==> config.mk <==
export PLATFORM = sky130hd
export DESIGN_NAME = ex_operand_stage_flat
export DESIGN_NICKNAME = d
export VERILOG_FILES = /design/src/rtl/ex_operand_stage_if.sv /design/src/rtl/ex_operand_stage.sv /design/src/flat_wrapper.sv
export SDC_FILE = /design/constraint.sdc
export NUM_CORES = 1
export LEC_CHECK = 0
export BUFFER_PORTS_ARGS = -buffer_cell sky130_fd_sc_hd__buf_4
export CAP_MARGIN = 20
export CORE_MARGIN = 2
export CORE_UTILIZATION = 42
export CTS_CLUSTER_DIAMETER = 30
export DETAILED_ROUTE_END_ITERATION = 10
export HOLD_SLACK_MARGIN = 0.06
export PLACE_DENSITY = 0.79
export SKIP_LAST_GASP = 1
export SYNTH_ARGS = -nofsm -noshare
export SYNTH_HDL_FRONTEND = slang
export SYNTH_SLANG_ARGS = --single-unit
==> constraint.sdc <==
create_clock -name clk -period 4.4 [get_ports clk]
set_input_delay 0.88 -clock clk [delete_from_list [all_inputs] [get_ports clk]]
set_output_delay 0.88 -clock clk [all_outputs]
set_load 0.005 [all_outputs]
==> src/rtl/ex_operand_stage_if.sv <==
// Decode-to-EX bundle: decoded operands and control in, forwarding sources in,
// registered ALU operands, EX control and hazard status out.
interface ex_operand_stage_if #(
    parameter int WIDTH = 32,
    parameter int CNTW  = 16
);
    logic             id_valid;
    logic [4:0]       id_rs;
    logic [4:0]       id_rt;
    logic [4:0]       id_rn;
    logic [WIDTH-1:0] id_qa;
    logic [WIDTH-1:0] id_qb;
    logic [WIDTH-1:0] id_imm;
    logic [4:0]       id_sa;
    logic [3:0]       id_aluc;
    logic             id_aluimm;
    logic             id_shift;
    logic             id_uses_rt;
    logic             id_wreg;
    logic             id_m2reg;
    logic             flush;
    logic [WIDTH-1:0] ex_r;
    logic [4:0]       mem_wn;
    logic             mem_wreg;
    logic [WIDTH-1:0] mem_wdata;

    logic [WIDTH-1:0] alu_a;
    logic [WIDTH-1:0] alu_b;
    logic [3:0]       alu_aluc;
    logic             ex_valid;
    logic             ex_wreg;
    logic             ex_m2reg;
    logic [4:0]       ex_wn;
    logic [WIDTH-1:0] ex_sdata;
    logic             stall;
    logic [CNTW-1:0]  stall_cnt;

    modport master (
        output id_valid, id_rs, id_rt, id_rn, id_qa, id_qb, id_imm, id_sa,
               id_aluc, id_aluimm, id_shift, id_uses_rt, id_wreg, id_m2reg,
               flush, ex_r, mem_wn, mem_wreg, mem_wdata,
        input  alu_a, alu_b, alu_aluc, ex_valid, ex_wreg, ex_m2reg, ex_wn,
               ex_sdata, stall, stall_cnt
    );

    modport slave (
        input  id_valid, id_rs, id_rt, id_rn, id_qa, id_qb, id_imm, id_sa,
               id_aluc, id_aluimm, id_shift, id_uses_rt, id_wreg, id_m2reg,
               flush, ex_r, mem_wn, mem_wreg, mem_wdata,
        output alu_a, alu_b, alu_aluc, ex_valid, ex_wreg, ex_m2reg, ex_wn,
               ex_sdata, stall, stall_cnt
    );
endinterface

==> src/rtl/ex_operand_stage.sv <==
// ID/EX pipeline register with EX/MEM operand forwarding, load-use stall
// detection and a saturating stall-cycle counter.
module ex_operand_stage #(
    parameter int WIDTH = 32,
    parameter int CNTW  = 16
) (
    input  logic            clk,
    input  logic            rst,
    ex_operand_stage_if.slave bus
);
    logic [WIDTH-1:0] alu_a_q, alu_b_q, ex_sdata_q;
    logic [3:0]       alu_aluc_q;
    logic             ex_valid_q, ex_wreg_q, ex_m2reg_q;
    logic [4:0]       ex_wn_q;
    logic [CNTW-1:0]  stall_cnt_q;

    logic             ex_fwd_ok, mem_fwd_ok;
    logic             fa_ex, fa_mem, fb_ex, fb_mem;
    logic [WIDTH-1:0] fa, fb, opa, opb;
    logic             stall, bubble;

    always_comb begin
        // A load in EX has no result yet, so it is never an EX forward source.
        ex_fwd_ok  = ex_valid_q & ex_wreg_q & ~ex_m2reg_q & (ex_wn_q != 5'd0);
        mem_fwd_ok = bus.mem_wreg & (bus.mem_wn != 5'd0);

        fa_ex  = ex_fwd_ok  & (ex_wn_q    == bus.id_rs);
        fa_mem = mem_fwd_ok & (bus.mem_wn == bus.id_rs);
        fb_ex  = ex_fwd_ok  & (ex_wn_q    == bus.id_rt);
        fb_mem = mem_fwd_ok & (bus.mem_wn == bus.id_rt);

        fa = fa_ex ? bus.ex_r : (fa_mem ? bus.mem_wdata : bus.id_qa);
        fb = fb_ex ? bus.ex_r : (fb_mem ? bus.mem_wdata : bus.id_qb);

        opa = bus.id_shift  ? WIDTH'(bus.id_sa) : fa;
        opb = bus.id_aluimm ? bus.id_imm        : fb;

        stall = bus.id_valid & ex_valid_q & ex_m2reg_q & ex_wreg_q &
                (ex_wn_q != 5'd0) &
                ((ex_wn_q == bus.id_rs) | (bus.id_uses_rt & (ex_wn_q == bus.id_rt)));

        bubble = bus.flush | stall | ~bus.id_valid;
    end

    always_ff @(posedge clk or posedge rst) begin
        if (rst) begin
            alu_a_q     <= '0;
            alu_b_q     <= '0;
            alu_aluc_q  <= '0;
            ex_valid_q  <= 1'b0;
            ex_wreg_q   <= 1'b0;
            ex_m2reg_q  <= 1'b0;
            ex_wn_q     <= '0;
            ex_sdata_q  <= '0;
            stall_cnt_q <= '0;
        end else begin
            if (stall && (stall_cnt_q != {CNTW{1'b1}}))
                stall_cnt_q <= stall_cnt_q + CNTW'(1);

            if (bubble) begin
                alu_a_q    <= '0;
                alu_b_q    <= '0;
                alu_aluc_q <= '0;
                ex_valid_q <= 1'b0;
                ex_wreg_q  <= 1'b0;
                ex_m2reg_q <= 1'b0;
                ex_wn_q    <= '0;
                ex_sdata_q <= '0;
            end else begin
                alu_a_q    <= opa;
                alu_b_q    <= opb;
                alu_aluc_q <= bus.id_aluc;
                ex_valid_q <= 1'b1;
                ex_wreg_q  <= bus.id_wreg;
                ex_m2reg_q <= bus.id_m2reg;
                ex_wn_q    <= bus.id_rn;
                ex_sdata_q <= fb;
            end
        end
    end

    assign bus.alu_a     = alu_a_q;
    assign bus.alu_b     = alu_b_q;
    assign bus.alu_aluc  = alu_aluc_q;
    assign bus.ex_valid  = ex_valid_q;
    assign bus.ex_wreg   = ex_wreg_q;
    assign bus.ex_m2reg  = ex_m2reg_q;
    assign bus.ex_wn     = ex_wn_q;
    assign bus.ex_sdata  = ex_sdata_q;
    assign bus.stall     = stall;
    assign bus.stall_cnt = stall_cnt_q;
endmodule

==> src/flat_wrapper.sv <==
// flat-port wrapper written by rule: the top's interface ports become plain ports
module ex_operand_stage_flat 
#(
    parameter int WIDTH = 32,
    parameter int CNTW  = 16
)
  (clk, rst, bus_id_valid, bus_id_rs, bus_id_rt, bus_id_rn, bus_id_qa, bus_id_qb, bus_id_imm, bus_id_sa, bus_id_aluc, bus_id_aluimm, bus_id_shift, bus_id_uses_rt, bus_id_wreg, bus_id_m2reg, bus_flush, bus_ex_r, bus_mem_wn, bus_mem_wreg, bus_mem_wdata, bus_alu_a, bus_alu_b, bus_alu_aluc, bus_ex_valid, bus_ex_wreg, bus_ex_m2reg, bus_ex_wn, bus_ex_sdata, bus_stall, bus_stall_cnt);
  ex_operand_stage_if #(.WIDTH(WIDTH), .CNTW(CNTW)) bus_i ();
  input  logic clk;
  input  logic rst;
  input wire logic [$bits(bus_i.id_valid)-1:0] bus_id_valid;
  input wire logic [$bits(bus_i.id_rs)-1:0] bus_id_rs;
  input wire logic [$bits(bus_i.id_rt)-1:0] bus_id_rt;
  input wire logic [$bits(bus_i.id_rn)-1:0] bus_id_rn;
  input wire logic [$bits(bus_i.id_qa)-1:0] bus_id_qa;
  input wire logic [$bits(bus_i.id_qb)-1:0] bus_id_qb;
  input wire logic [$bits(bus_i.id_imm)-1:0] bus_id_imm;
  input wire logic [$bits(bus_i.id_sa)-1:0] bus_id_sa;
  input wire logic [$bits(bus_i.id_aluc)-1:0] bus_id_aluc;
  input wire logic [$bits(bus_i.id_aluimm)-1:0] bus_id_aluimm;
  input wire logic [$bits(bus_i.id_shift)-1:0] bus_id_shift;
  input wire logic [$bits(bus_i.id_uses_rt)-1:0] bus_id_uses_rt;
  input wire logic [$bits(bus_i.id_wreg)-1:0] bus_id_wreg;
  input wire logic [$bits(bus_i.id_m2reg)-1:0] bus_id_m2reg;
  input wire logic [$bits(bus_i.flush)-1:0] bus_flush;
  input wire logic [$bits(bus_i.ex_r)-1:0] bus_ex_r;
  input wire logic [$bits(bus_i.mem_wn)-1:0] bus_mem_wn;
  input wire logic [$bits(bus_i.mem_wreg)-1:0] bus_mem_wreg;
  input wire logic [$bits(bus_i.mem_wdata)-1:0] bus_mem_wdata;
  output wire logic [$bits(bus_i.alu_a)-1:0] bus_alu_a;
  output wire logic [$bits(bus_i.alu_b)-1:0] bus_alu_b;
  output wire logic [$bits(bus_i.alu_aluc)-1:0] bus_alu_aluc;
  output wire logic [$bits(bus_i.ex_valid)-1:0] bus_ex_valid;
  output wire logic [$bits(bus_i.ex_wreg)-1:0] bus_ex_wreg;
  output wire logic [$bits(bus_i.ex_m2reg)-1:0] bus_ex_m2reg;
  output wire logic [$bits(bus_i.ex_wn)-1:0] bus_ex_wn;
  output wire logic [$bits(bus_i.ex_sdata)-1:0] bus_ex_sdata;
  output wire logic [$bits(bus_i.stall)-1:0] bus_stall;
  output wire logic [$bits(bus_i.stall_cnt)-1:0] bus_stall_cnt;
  assign bus_i.id_valid = bus_id_valid;
  assign bus_i.id_rs = bus_id_rs;
  assign bus_i.id_rt = bus_id_rt;
  assign bus_i.id_rn = bus_id_rn;
  assign bus_i.id_qa = bus_id_qa;
  assign bus_i.id_qb = bus_id_qb;
  assign bus_i.id_imm = bus_id_imm;
  assign bus_i.id_sa = bus_id_sa;
  assign bus_i.id_aluc = bus_id_aluc;
  assign bus_i.id_aluimm = bus_id_aluimm;
  assign bus_i.id_shift = bus_id_shift;
  assign bus_i.id_uses_rt = bus_id_uses_rt;
  assign bus_i.id_wreg = bus_id_wreg;
  assign bus_i.id_m2reg = bus_id_m2reg;
  assign bus_i.flush = bus_flush;
  assign bus_i.ex_r = bus_ex_r;
  assign bus_i.mem_wn = bus_mem_wn;
  assign bus_i.mem_wreg = bus_mem_wreg;
  assign bus_i.mem_wdata = bus_mem_wdata;
  assign bus_alu_a = bus_i.alu_a;
  assign bus_alu_b = bus_i.alu_b;
  assign bus_alu_aluc = bus_i.alu_aluc;
  assign bus_ex_valid = bus_i.ex_valid;
  assign bus_ex_wreg = bus_i.ex_wreg;
  assign bus_ex_m2reg = bus_i.ex_m2reg;
  assign bus_ex_wn = bus_i.ex_wn;
  assign bus_ex_sdata = bus_i.ex_sdata;
  assign bus_stall = bus_i.stall;
  assign bus_stall_cnt = bus_i.stall_cnt;
  ex_operand_stage #(.WIDTH(WIDTH), .CNTW(CNTW)) u_core (.clk(clk), .rst(rst), .bus(bus_i));
endmodule
=== Word-level counts from Yosys, hierarchy flattened ===
Cells that the tools add are included.

* Memory bits (read-only): 0
* Memories: 0
* Bits in latches: 0
* Register bits after elaboration: 124
* Input bits: 199
* Output and inout bits: 125
* RAM bits: 0

* Reductions and logical operators: 3
* $add $sub $neg: 1
* Multipliers: 0
* Shifts and indexed selects: 0
* Div/mod/pow operators: 0
* Mux-type cells: 14
* Bitwise operators: 19
* $lt $le $gt $ge: 0
* Equality and inequality tests: 5

{| class="wikitable"
|+ Operator list
! operator !! count
|-
| two-way mux 32 bit || 9
|-
| equality test 5 bit || 4
|-
| adder 16 x 1 -> 16 bit, second input constant || 1
|-
| != test 16 bit, second input constant || 1
|-
| AND 1 bit || 14
|-
| nonzero test 5 bit || 2
|-
| two-way mux 5 bit || 1
|-
| two-way mux 4 bit || 1
|-
| two-way mux 1 bit || 3
|-
| bitwise OR 1 bit || 3
|-
| inverter 1 bit || 2
|-
| logical AND 1 bit || 1
|}

=== Longest topological paths before layout ===
Gate-level depths: netlist of the first run.

* Depth in word-level cells: 8
* Depth in mapped cells: 8
* Mapped depth without buffers: 7

=== Worst setup path before layout of the first run ===
No wires, ideal clock.

* Path kind: input-to-output
* Start point: input bus_id_rs[4]
* End point: output bus_stall
* Stages: 7
* Setup slack: 1.625 ns
* Arrival time: 1.895 ns
* Required time: 3.520 ns
* Cells stage by stage: xnor2_1 -> nand3_1 -> nor3_2 -> o21bai_2 -> buf_4 -> clkbuf_1 -> inv_2

* Word-level cells in the longest chain between the ends: 3

{| class="wikitable"
|+ Ends and longest elaborated chain
! item !! RTL line !! RTL
|-
| start: declaration || flat_wrapper.sv:12 || <nowiki>input wire logic [$bits(bus_i.id_rs)-1:0] bus_id_rs;</nowiki>
|-
| equality test 5 bit || ex_operand_stage.sv:40 || <nowiki>((ex_wn_q == bus.id_rs) | (bus.id_uses_rt & (ex_wn_q == bus.id_rt)));</nowiki>
|-
| bitwise OR 1 bit || ex_operand_stage.sv:40 ||
|-
| AND 1 bit || ex_operand_stage.sv:39 || <nowiki>(ex_wn_q != 5'd0) &</nowiki>
|-
| end: declaration || flat_wrapper.sv:38 || <nowiki>output wire logic [$bits(bus_i.stall)-1:0] bus_stall;</nowiki>
|}

No other way between the ends.

=== Worst setup path in the final report of the first run ===
* Start point: input bus_id_rs[3]
* End point: output bus_stall

Same word-level chain as after synthesis.

==> results of run 1 <==
## layout by cell type, fill, tap and decap left out, types with 3 or more instances in the layout
cell type	synthesis	layout
a21oi_2	10	10
a211oi_2	20	20
nor2_1	68	68
a211oi_1	39	39
xor2_1	9	9
inv_1	5	4
xnor2_1	24	24
clkinv_2	0	3
a2111oi_1	4	4
clkbuf_16	0	17
and4_1	3	3
buf_4	4	330
nand2_1	41	40
dfrtp_1	124	124
mux2i_1	64	64
nor3_1	5	5
and3_1	13	13
nor4_1	3	3
nand4_1	3	3
a21oi_1	23	23
clkbuf_8	0	4
nand3_1	12	12
a211o_1	32	32
## area by class of cell
class / count / area, µm² / area share (%)
clock buffers: 22 / 484.2 / 5.175
clock inverters: 7 / 90.09 / 0.9628
inverters: 7 / 28.78 / 0.3076
multi-input cells: 399 / 2923 / 31.24
flip-flops and latches: 124 / 3103 / 33.16
well taps: 184 / 230.2 / 2.461
repair buffers: 331 / 2497 / 26.69
## sequential cells by signal (all words and copies together), names as in the netlist
signal                cells
u_core.bus.alu_aluc       4
u_core.bus.ex_m2reg       1
u_core.bus.stall_cnt     16
u_core.bus.ex_wreg        1
u_core.bus.ex_valid       1
u_core.bus.alu_a         32
u_core.bus.ex_wn          5
u_core.bus.ex_sdata      32
u_core.bus.alu_b         32
## per-layer routing
layer / wire [µm] / vias up
li1: - / 2692
met5: 0 / -
met2: 10870 / 288
met4: 575 / 0
met3: 1536 / 39
met1: 8111 / 2815
## critical path: stages
cell and delay, ps:
buf_4 120, xnor2_1 130, nand3_1 100, nor3_2 390
o21bai_2 380, inv_2 110, buf_4 110
## per-stage QoR
stage	setup slack, ps	cells	util (%)	total power (W)	hold slack, ps
floorplan	220.8	573	-	0.001363	480.8
global placement	962.1	1045	60.20	0.001615	483.5
detailed placement	894.4	1045	60.20	0.001619	509.6
CTS	1287	1074	64.13	0.002982	521.9
global route	1094	1074	64.13	0.003079	544.3
finish	1296	1074	64.13	0.002964	517.4
## logic make-up after synthesis
logic type,count (synthesis)
AO/OA/AOI/OAI,137
XOR/XNOR,34
adder cells (fa/ha/maj),1
buffers and inverters,50
flip-flops,124
multiplexers,65
AND/OR/NAND/NOR,162
## worst paths after layout
path / start / endpoint / slack, ps / depth (start not counted)
worst max register to register: u_core.bus.ex_wn[0] / u_core.bus.alu_a[1] / 1350 / 5
worst min register to register: u_core.bus.stall_cnt[7] / u_core.bus.stall_cnt[7] / 520 / 1
worst max-delay path: bus_id_rs[3] / bus_stall / 1300 / 7
min in group asynchronous: rst / u_core.bus.alu_b[27] / 610 / 2
max in group asynchronous: rst / u_core.bus.ex_sdata[7] / 2980 / 3
worst min-delay path: u_core.bus.stall_cnt[7] / u_core.bus.stall_cnt[7] / 520 / 1
## power groups by stage
| stage | Sequential [W] | Clock, W | Combinational, W |
|---|---|---|---|
| finish | 0.00119 | 0.00137 | 0.000404 |
| global placement | 0.00121 | 0 | 0.000402 |
| global route | 0.00120 | 0.00144 | 0.000437 |
| CTS | 0.00119 | 0.00138 | 0.000407 |
| floorplan | 0.00122 | 0 | 0.000147 |
| detailed placement | 0.00121 | 0 | 0.000406 |
==> summary.txt, run 1 <==
Run status
  – Status: finished, final reports clean

Finish
  – Synth-to-layout area growth: 48.93%
  – Nets: 1080
  – Filler cells: around 1200
  – Fin area: around 0.0094 mm²
  – ANT cells: 0
  – Fraction of layout cells with a size suffix above 1: 45.62%

Global route
  – Met2 usage: 45.35%
  – GR Util met1: 31.58%
  – Met3 usage: ~6.6%
  – Grt peak-use layer: met2
  – Largest net degree at the start of global routing: between 60 and 70
  – First-pass GRT wire length: about 32 mm
  – Number of global-route vias before repair: around 6000
  – GRT Total Usage: a little over a quarter
  – Initial antenna violation count: 0
  – Grt ovf: 0

Synthesis
  – Post-synth top area share: 49.39%
  – Post-synthesis mux area share: roughly a tenth
  – Cell taking the most area after synthesis: dfrtp_1
  – Post-Synthesis Cells: about 570
  – Synthesized Nets: about 770
  – Synth area leaders: dfrtp_1, mux2i_1, a211oi_1
  – Synth Register Bits: approximately 120
  – Compound-gate portion of the synthesized area: a little under a fifth
  – Main combinational cell family by area after synthesis: compound AO/OA/AOI/OAI gates
  – Most frequent cell after synthesis: dfrtp_1
  – Post-synth EDFFs: 0
  – Post-Synth XOR/XNOR Area: under 10%
  – Seq/Total Area, Yosys: between 40% and 50%
  – Ys Warns: 0
  – Avg Cell Area, Syn: 10.96 µm²
  – Share of synthesized registers carrying an async set or reset: between 90% and 100%
  – Leading register cell type out of synthesis: dfrtp_1
  – Commonest cells post-synth: dfrtp_1, nor2_1, mux2i_1
  – Synthesized area: approximately 0.0063 mm²
  – Post-synth cell types: 47
  – Adder-cell share of the synthesized area: less than 1%
  – Post-Synth Simple-Gate Area: 12.43%

Floorplanning
  – Horiz. Die Dim: around 130 µm
  – CORE AREA: 0.01459 mm²
  – DIE AREA: between 0.015 and 0.02 mm²
  – Starting Density: about 43%
  – Die H: between 100 and 150 µm
  – Row count: 44
  – IO Count: between 300 and 400

Detailed routing
  – 1st-iter DRT viols: 293
  – Vias per cell: 5.432
  – Initial DRT Pass Iterations: 5
  – WL/cell: roughly 20 µm
  – Overall routed net length: 21.09 mm
  – Via count: just under 6000
  – Drt drc: 0
  – Post-route ant nets: 0

Timing
  – Slew Limit Fails: 0
  – Worst Tran Pin Value: 1038 ps
  – Final Hold Viols: 0
  – Skew final: about 7.4 ps
  – Unrepaired setup endpoints after global routing: no
  – Slew margin rel.: between 30% and 40%
  – Minimum clock period: 3104 ps
  – Endpoints failing setup: 0
  – Fin crit share: a little over two thirds
  – Final setup TNS: 0 ps
  – Fmax: roughly 320 MHz

Critical path
  – CP Capture Type: primary output
  – Setup crit start kind: input port
  – Max FO, Critical Path: 21
  – Worst EP arrival: 2220 ps
  – Critical path type: in2out
  – WP data required: 3520 ps

Clock tree
  – Post-CTS Setup Bufs: 0
  – Root Buffer: clkbuf_16
  – Post-cts resize count: 0
  – Post-CTS Hold Buffers: 0
  – Clock buffer count from CTS: 17
  – CTS Buffer Depth: 2
  – CTS clock-pin slew for the worst setup and hold paths: 50 ps
  – CTS tree: done
  – Clk_lat worst skew: between 400 and 500 ps
  – CTS H-tree depth: 4
  – Clock Sinks: 124

Pwr
  – Max VDD drop: around 0.00025 V
  – Pwr Density: about 320 mW/mm²
  – Logic gate share of total power: 13.6%
  – Reg power frac: between 40% and 50%
  – Leakage power: between 4 and 5 nW
  – Net Sw Frac: between 20% and 30%
  – Design internal power: about 0.0023 W
  – Clk network pwr share: about 46%
  – Psw: 0.0006820 W

Placement
  – HPWL Detailed: 15.31 mm
  – DP Area: between 0.008 and 0.009 mm²
  – I/O Buffers: approximately 320
  – Routability cong.: approximately 0.90

Run
  – Max-Cap Viols: 0

Hold path
  – Hold crit path type: reg2reg
Note: power is estimated with default switching activity, not from simulation.
==> run 2: changes to the inputs <==
ABC_AREA = 1   (was unset)
CORE_UTILIZATION = 48   (was 42)
PLACE_DENSITY = 0.83   (was 0.79)
clock period = 3.1 ns   (was 4.4 ns; I/O delays follow)
==> summary.txt, run 2 <==
Clock tree
  – Clock buffer count from CTS: 17
  – Post-cts resize count: 0
  – Clk_lat worst skew: about 430 ps
  – CTS Buffer Depth: 2
  – CTS H-tree depth: 4
  – CTS clock-pin slew for the worst setup and hold paths: about 60 ps
  – Clock Sinks: between 100 and 150
  – Root Buffer: clkbuf_16
  – CTS tree: done
  – Post-CTS Setup Bufs: 0
  – Post-CTS Hold Buffers: 0

Global route
  – First-pass GRT wire length: between 40 and 50 mm
  – GRT Total Usage: roughly a third
  – Grt ovf: 0
  – Initial antenna violation count: 0
  – Number of global-route vias before repair: between 7000 and 8000
  – Largest net degree at the start of global routing: ~130

Timing
  – Worst Tran Pin Value: 771.1 ps
  – Fin crit share: between 80 and 90%
  – Endpoints failing setup: 0
  – Hold slack: between 300 and 400 ps
  – Fmax: ~370 MHz
  – Final setup TNS: 0 ps
  – Skew final: approximately 8.6 ps
  – Minimum clock period: between 2000 and 3000 ps
  – Slew Limit Fails: 0
  – Final Hold Viols: 0
  – Slew margin rel.: 48.60%
  – Final setup margin: 410.1 ps
  – Unrepaired setup endpoints after global routing: no

Critical path
  – Crit Reg-Reg Endpoint: u_core.bus.alu_b[9]
  – Worst EP arrival: between 2000 and 2500 ps
  – CP Capture Type: primary output
  – FF-to-FF setup slack: 980 ps
  – Reg-to-Reg Start: u_core.bus.ex_wn[3]
  – Max FO, Critical Path: 18
  – Critical path type: reg2out
  – Depth of the worst register-to-register path: 11
  – Setup crit start kind: flip-flop
  – WP data required: ~2500 ps

Finish
  – Most frequent cells in the layout: buf_4, nand2_1, nand3_1
  – ANT cells: 0
  – Synth-to-layout area growth: 45.11%
  – Fraction of layout cells with a size suffix above 1: ~32%
  – Nets: between 1000 and 1500
  – Filler cells: between 1000 and 1500
  – Multi-input gate area: 0.003105 mm²
  – Commonest non-fill, non-tap cell in the layout: buf_4
  – Sequential Area: 0.003103 mm²

Detailed routing
  – Post-route ant nets: 0
  – Via count: slightly below 8000
  – Vias per cell: roughly 5.3
  – WL/cell: around 17 µm
  – Drt drc: 0
  – Initial DRT Pass Iterations: 5
  – Overall routed net length: 25.93 mm
  – 1st-iter DRT viols: between 600 and 700

Synthesis
  – Adder-cell share of the synthesized area: less than 1%
  – Synth area leaders: dfrtp_1, nand3_1, nand2_1
  – Share of synthesized registers carrying an async set or reset: 100.0%
  – Synth Register Bits: 124
  – Ys Warns: 0
  – Post-Synth XOR/XNOR Area: under 10%
  – Synthesized area: about 0.0071 mm²
  – Post-Synth Simple-Gate Area: between 30% and 40%
  – Main combinational cell family by area after synthesis: simple AND/OR/NAND/NOR gates
  – Post-synth top area share: between 40 and 50%
  – Post-synth EDFFs: 0
  – Most frequent cell after synthesis: nand2_1
  – Cell taking the most area after synthesis: dfrtp_1
  – Seq/Total Area, Yosys: 44.00%
  – Post-synthesis mux area share: 0%
  – Leading register cell type out of synthesis: dfrtp_1
  – Avg Cell Area, Syn: approximately 7.2 µm²
  – Synthesized Nets: between 1000 and 1500
  – Post-synth cell types: 27
  – Commonest cells post-synth: nand2_1, nand3_1, inv_1
  – Compound-gate portion of the synthesized area: 6.227%
  – Post-Synthesis Cells: about 980

Placement
  – HPWL Detailed: ~18 mm
  – Routability cong.: ~0.96
  – I/O Buffers: about 320
  – Pre-CTS setup slack: 599.1 ps

Floorplanning
  – Starting Density: between 40% and 50%
  – Horiz. Die Dim: roughly 130 µm
  – Die H: ~130 µm
  – DIE AREA: around 0.016 mm²
  – IO Count: ~320
  – Row count: between 40 and 50
  – CORE AREA: about 0.014 mm²

Pwr
  – Overall power: 0.004559 W
  – Leakage power: approximately 6.0 nW
  – Max VDD drop: about 0.00033 V
  – Pwr Density: around 450 mW/mm²

Hold path
  – Hold crit path type: in2async

Run
  – Max-Cap Viols: 0

Run status
  – Status: finished, final reports clean
-- run 2: cell types whose count changed in the layout (fill, tap and decap cells not counted), sizes merged, moves of 25 or more --
cell    previous run  this run
inv                7       155
nand3             13       191
mux2i             64         0
nand2             42       230
nor2              68       127
a211oi            59         0
o21ai              2        27
a211o             32         0
-- run 2: metrics by stage --
step / instances / cell area (µm²) / utilization [%]
after floorplan: 977 / 7057 / -
after global placement: 1451 / 9594 / 66.52
after detailed placement: 1451 / 9594 / 66.52
after CTS: 1483 / 10230 / 70.96
after global routing: 1483 / 10230 / 70.96
final: 1483 / 10230 / 70.96
-- run 2: how the worst max path moves through the flow --
| stage | startpoint | to | slack, ps | cells after the start |
|---|---|---|---|---|
| 6_report | u_core.bus.ex_wn[3] | bus_stall | 410 | 10 |
| 4_1_cts | u_core.bus.ex_wn[3] | bus_stall | 430 | 10 |
| 3_3_place_gp | bus_id_rs[3] | bus_stall | 640 | 11 |
| 2_1_floorplan | rst | u_core.bus.alu_a[0] | 950 | 1 |
| 5_1_grt | u_core.bus.ex_wn[3] | bus_stall | 230 | 10 |
| 3_5_place_dp | bus_id_rs[3] | bus_stall | 600 | 11 |
-- run 2: power breakdown --
group	switching [W]	leakage (nW)	internal, W	total (W)
Sequential	0.0000220	1.68	0.00167	0.00170
Clock	0.000786	0.306	0.00139	0.00218
Combinational	0.000357	4.06	0.000328	0.000685
-- run 2: layout make-up --
| type | instances | share of cell area (%) |
|---|---|---|
| multi-input combinational | 649 | 30.34 |
| sequential | 124 | 30.32 |
| timing repair buffer | 339 | 25.11 |
| inverter | 155 | 5.721 |
| clock buffer | 19 | 4.425 |
| tap | 184 | 2.249 |
| clock inverter | 13 | 1.834 |
-- run 2: logic make-up after synthesis --
logic type / Yosys count
DFF: 124
adders and majority gates: 1
and+or+nand+nor: 560
buffers and inverters: 204
xor gates and xnor gates: 24
AOI/OAI and AO/OA: 64
-- run 2: worst max-delay path, stage by stage, from the launching register on --
cell and delay [ps]:
dfrtp_1 420, inv_1 110, nand2_1 50, nand2_1 50, nand3_1 140, nor2_4 210, inv_2 50, nand2_2 80
nand2_4 90, inv_2 260, buf_4 180
-- run 2: routing by layer --
layer / wire length, µm / GRT usage, % / vias to the layer above
met5: 0 / 0 / -
met4: 1298 / 18.63 / 0
met3: 2452 / 8.943 / 99
met2: 12550 / 54.06 / 513
met1: 9620 / 39.35 / 3629
li1: - / - / 3649
==> run 3: changes to the inputs <==
CORE_AREA = 2 2 127 129   (was unset)
CORE_MARGIN = unset   (was 2)
CORE_UTILIZATION = unset   (was 48)
CTS_BUF_LIST = sky130_fd_sc_hd__clkbuf_8   (was unset)
DIE_AREA = 0 0 129 131   (was unset)
PLACE_DENSITY = 0.79   (was 0.83)
==> summary.txt, run 3 (synthesis results as in run 2) <==
Clock tree
  – Clock Sinks: 124
  – Post-CTS Hold Buffers: 0
  – CTS tree: done
  – CTS Buffer Depth: 2
  – Post-CTS Setup Bufs: 0
  – CTS H-tree depth: 4
  – CTS clock-pin slew for the worst setup and hold paths: 80 ps
  – Clock buffer count from CTS: 17
  – Clk_lat worst skew: 460 ps
  – Post-cts resize count: 0
  – Root Buffer: clkbuf_8

Finish
  – ANT cells: 0
  – Fraction of layout cells with a size suffix above 1: 32.33%
  – Finished Core Util: between 60 and 70%
  – Sequential Area: between 0.003 and 0.004 mm²
  – Most frequent cells in the layout: buf_4, nand2_1, nand3_1
  – Synth-to-layout area growth: 43.91%
  – Commonest non-fill, non-tap cell in the layout: buf_4
  – Nets: about 1500
  – Multi-input gate area: 0.003105 mm²
  – Filler cells: about 1400

Pwr
  – Design internal power: just over 0.003 W
  – Pwr Density: 407.1 mW/mm²
  – Net Sw Frac: a little over a quarter
  – Logic gate share of total power: ~17%
  – Max VDD drop: 0.0003146 V
  – Reg power frac: between 40% and 50%
  – Clk network pwr share: between 40% and 50%
  – Leakage power: between 5 and 6 nW
  – Psw: 0.001090 W

Detailed routing
  – Via count: 7719
  – Initial DRT Pass Iterations: 6
  – Met2 wire len: 12.94 mm
  – Drt drc: 0
  – Max Used Layer: met4
  – 1st-iter DRT viols: 619
  – Vias per cell: between 5 and 6
  – Met3 routed WL: between 2 and 2.5 mm
  – Overall routed net length: roughly 26 mm
  – Post-route ant nets: 0
  – Metal-1 WL: roughly 10 mm
  – WL/cell: 17.15 µm

Global route
  – Largest net degree at the start of global routing: around 130
  – First-pass GRT wire length: roughly 39 mm
  – Number of global-route vias before repair: approximately 7200
  – Initial antenna violation count: 0
  – GRT Total Usage: 30.13%
  – Grt ovf: 0

Critical path
  – Setup crit start kind: flip-flop
  – Worst path slowest cell: dfrtp_1
  – CP Capture Type: primary output
  – Critical path type: reg2out
  – Buf/Inv on CP: 4
  – Crit path cell chain: inv_1, nand2_1, nand2_1, nand3_1, nor2_4, inv_2, nand2_2, nand2_4, inv_2, buf_4
  – Worst EP arrival: ~1800 ps
  – WP data required: roughly 2500 ps
  – Critical Path Max Stage Delay: between 400 and 500 ps
  – Max FO, Critical Path: 7
  – Worst path top cell family by delay: simple AND/OR/NAND/NOR gates

Timing
  – Worst Tran Pin Value: roughly 750 ps
  – Fmax: roughly 400 MHz
  – Final setup margin: between 600 and 700 ps
  – Minimum clock period: around 2500 ps
  – Unrepaired setup endpoints after global routing: no
  – Endpoints failing setup: 0
  – Slew margin rel.: 49.91%
  – Final Hold Viols: 0
  – Hold slack: between 300 and 400 ps
  – Slew Limit Fails: 0
  – Fin crit share: 79.16%
  – Final setup TNS: 0 ps
  – Skew final: between 10 and 15 ps

Floorplanning
  – IO Count: 324
  – CORE AREA: 0.01560 mm²
  – DIE AREA: between 0.015 and 0.02 mm²
  – Row count: between 40 and 50
  – Starting Density: 45.22%
  – Die H: 131 µm
  – Horiz. Die Dim: 129 µm

Placement
  – Routability cong.: between 0.9 and 1
  – HPWL Detailed: approximately 19 mm
  – Pre-CTS setup slack: a little under 800 ps
  – I/O Buffers: roughly 320

Run
  – Max-Cap Viols: 0

Run status
  – Status: finished, final reports clean

Hold path
  – Hold crit path type: in2async
[run 3: cell count changes in the layout (fill, tap and decap cells not counted), sizes merged]
cell / change
clkbuf: -2
bufinv: +2
clkinvlp: -1
clkinv: +1
buf: +3
[run 3: final timing paths]
| check | from | to | slack (ps) | cells past startpoint |
|---|---|---|---|---|
| max | u_core.bus.ex_wn[3] | bus_stall | 650 | 10 |
| min | rst | u_core.bus.alu_b[19] | 360 | 3 |
| max reg2reg | u_core.bus.ex_wn[0] | u_core.bus.alu_b[19] | 1070 | 10 |
| min reg2reg | u_core.bus.stall_cnt[15] | u_core.bus.stall_cnt[15] | 530 | 2 |
| max in group asynchronous | rst | u_core.bus.ex_wn[1] | 2240 | 3 |
| min in group clk | bus_id_rn[4] | u_core.bus.ex_wn[4] | 370 | 3 |
[run 3: power by group through the flow]
| stage | registers [W] | logic [W] | clock network [W] |
|---|---|---|---|
| final | 0.00170 | 0.000685 | 0.00175 |
| after global routing | 0.00170 | 0.000752 | 0.00184 |
| after CTS | 0.00170 | 0.000685 | 0.00177 |
| after detailed placement | 0.00173 | 0.000680 | 0 |
| after global placement | 0.00173 | 0.000673 | 0 |
| after floorplan | 0.00173 | 0.000276 | 0 |
[run 3: worst min-delay path, stage by stage]
cell and delay (ps):
buf_4 120, clkinvlp_4 70, buf_12 500
[run 3: layout make-up]
class | instances | area share [%]
clock buffer | 17 | 2.305
clock inverter | 15 | 2.429
inverter | 155 | 5.769
multi-input combinational | 649 | 30.60
sequential | 124 | 30.57
tap | 216 | 2.663
timing repair buffer | 342 | 25.67
[run 3: metal layers]
metal,track usage (%),vias to the layer above
met5,0,-
met4,11.83,0
met3,7.044,64
met2,51.01,433
met1,37.51,3568
li1,-,3654
[run 3: per-stage QoR]
step	cells	power, W	instance area (µm²)
after floorplan	977	0.002005	7057
after global placement	1486	0.002400	9669
after detailed placement	1486	0.002407	9669
after CTS	1518	0.004151	10150
after global routing	1518	0.004286	10150
final	1518	0.004132	10150
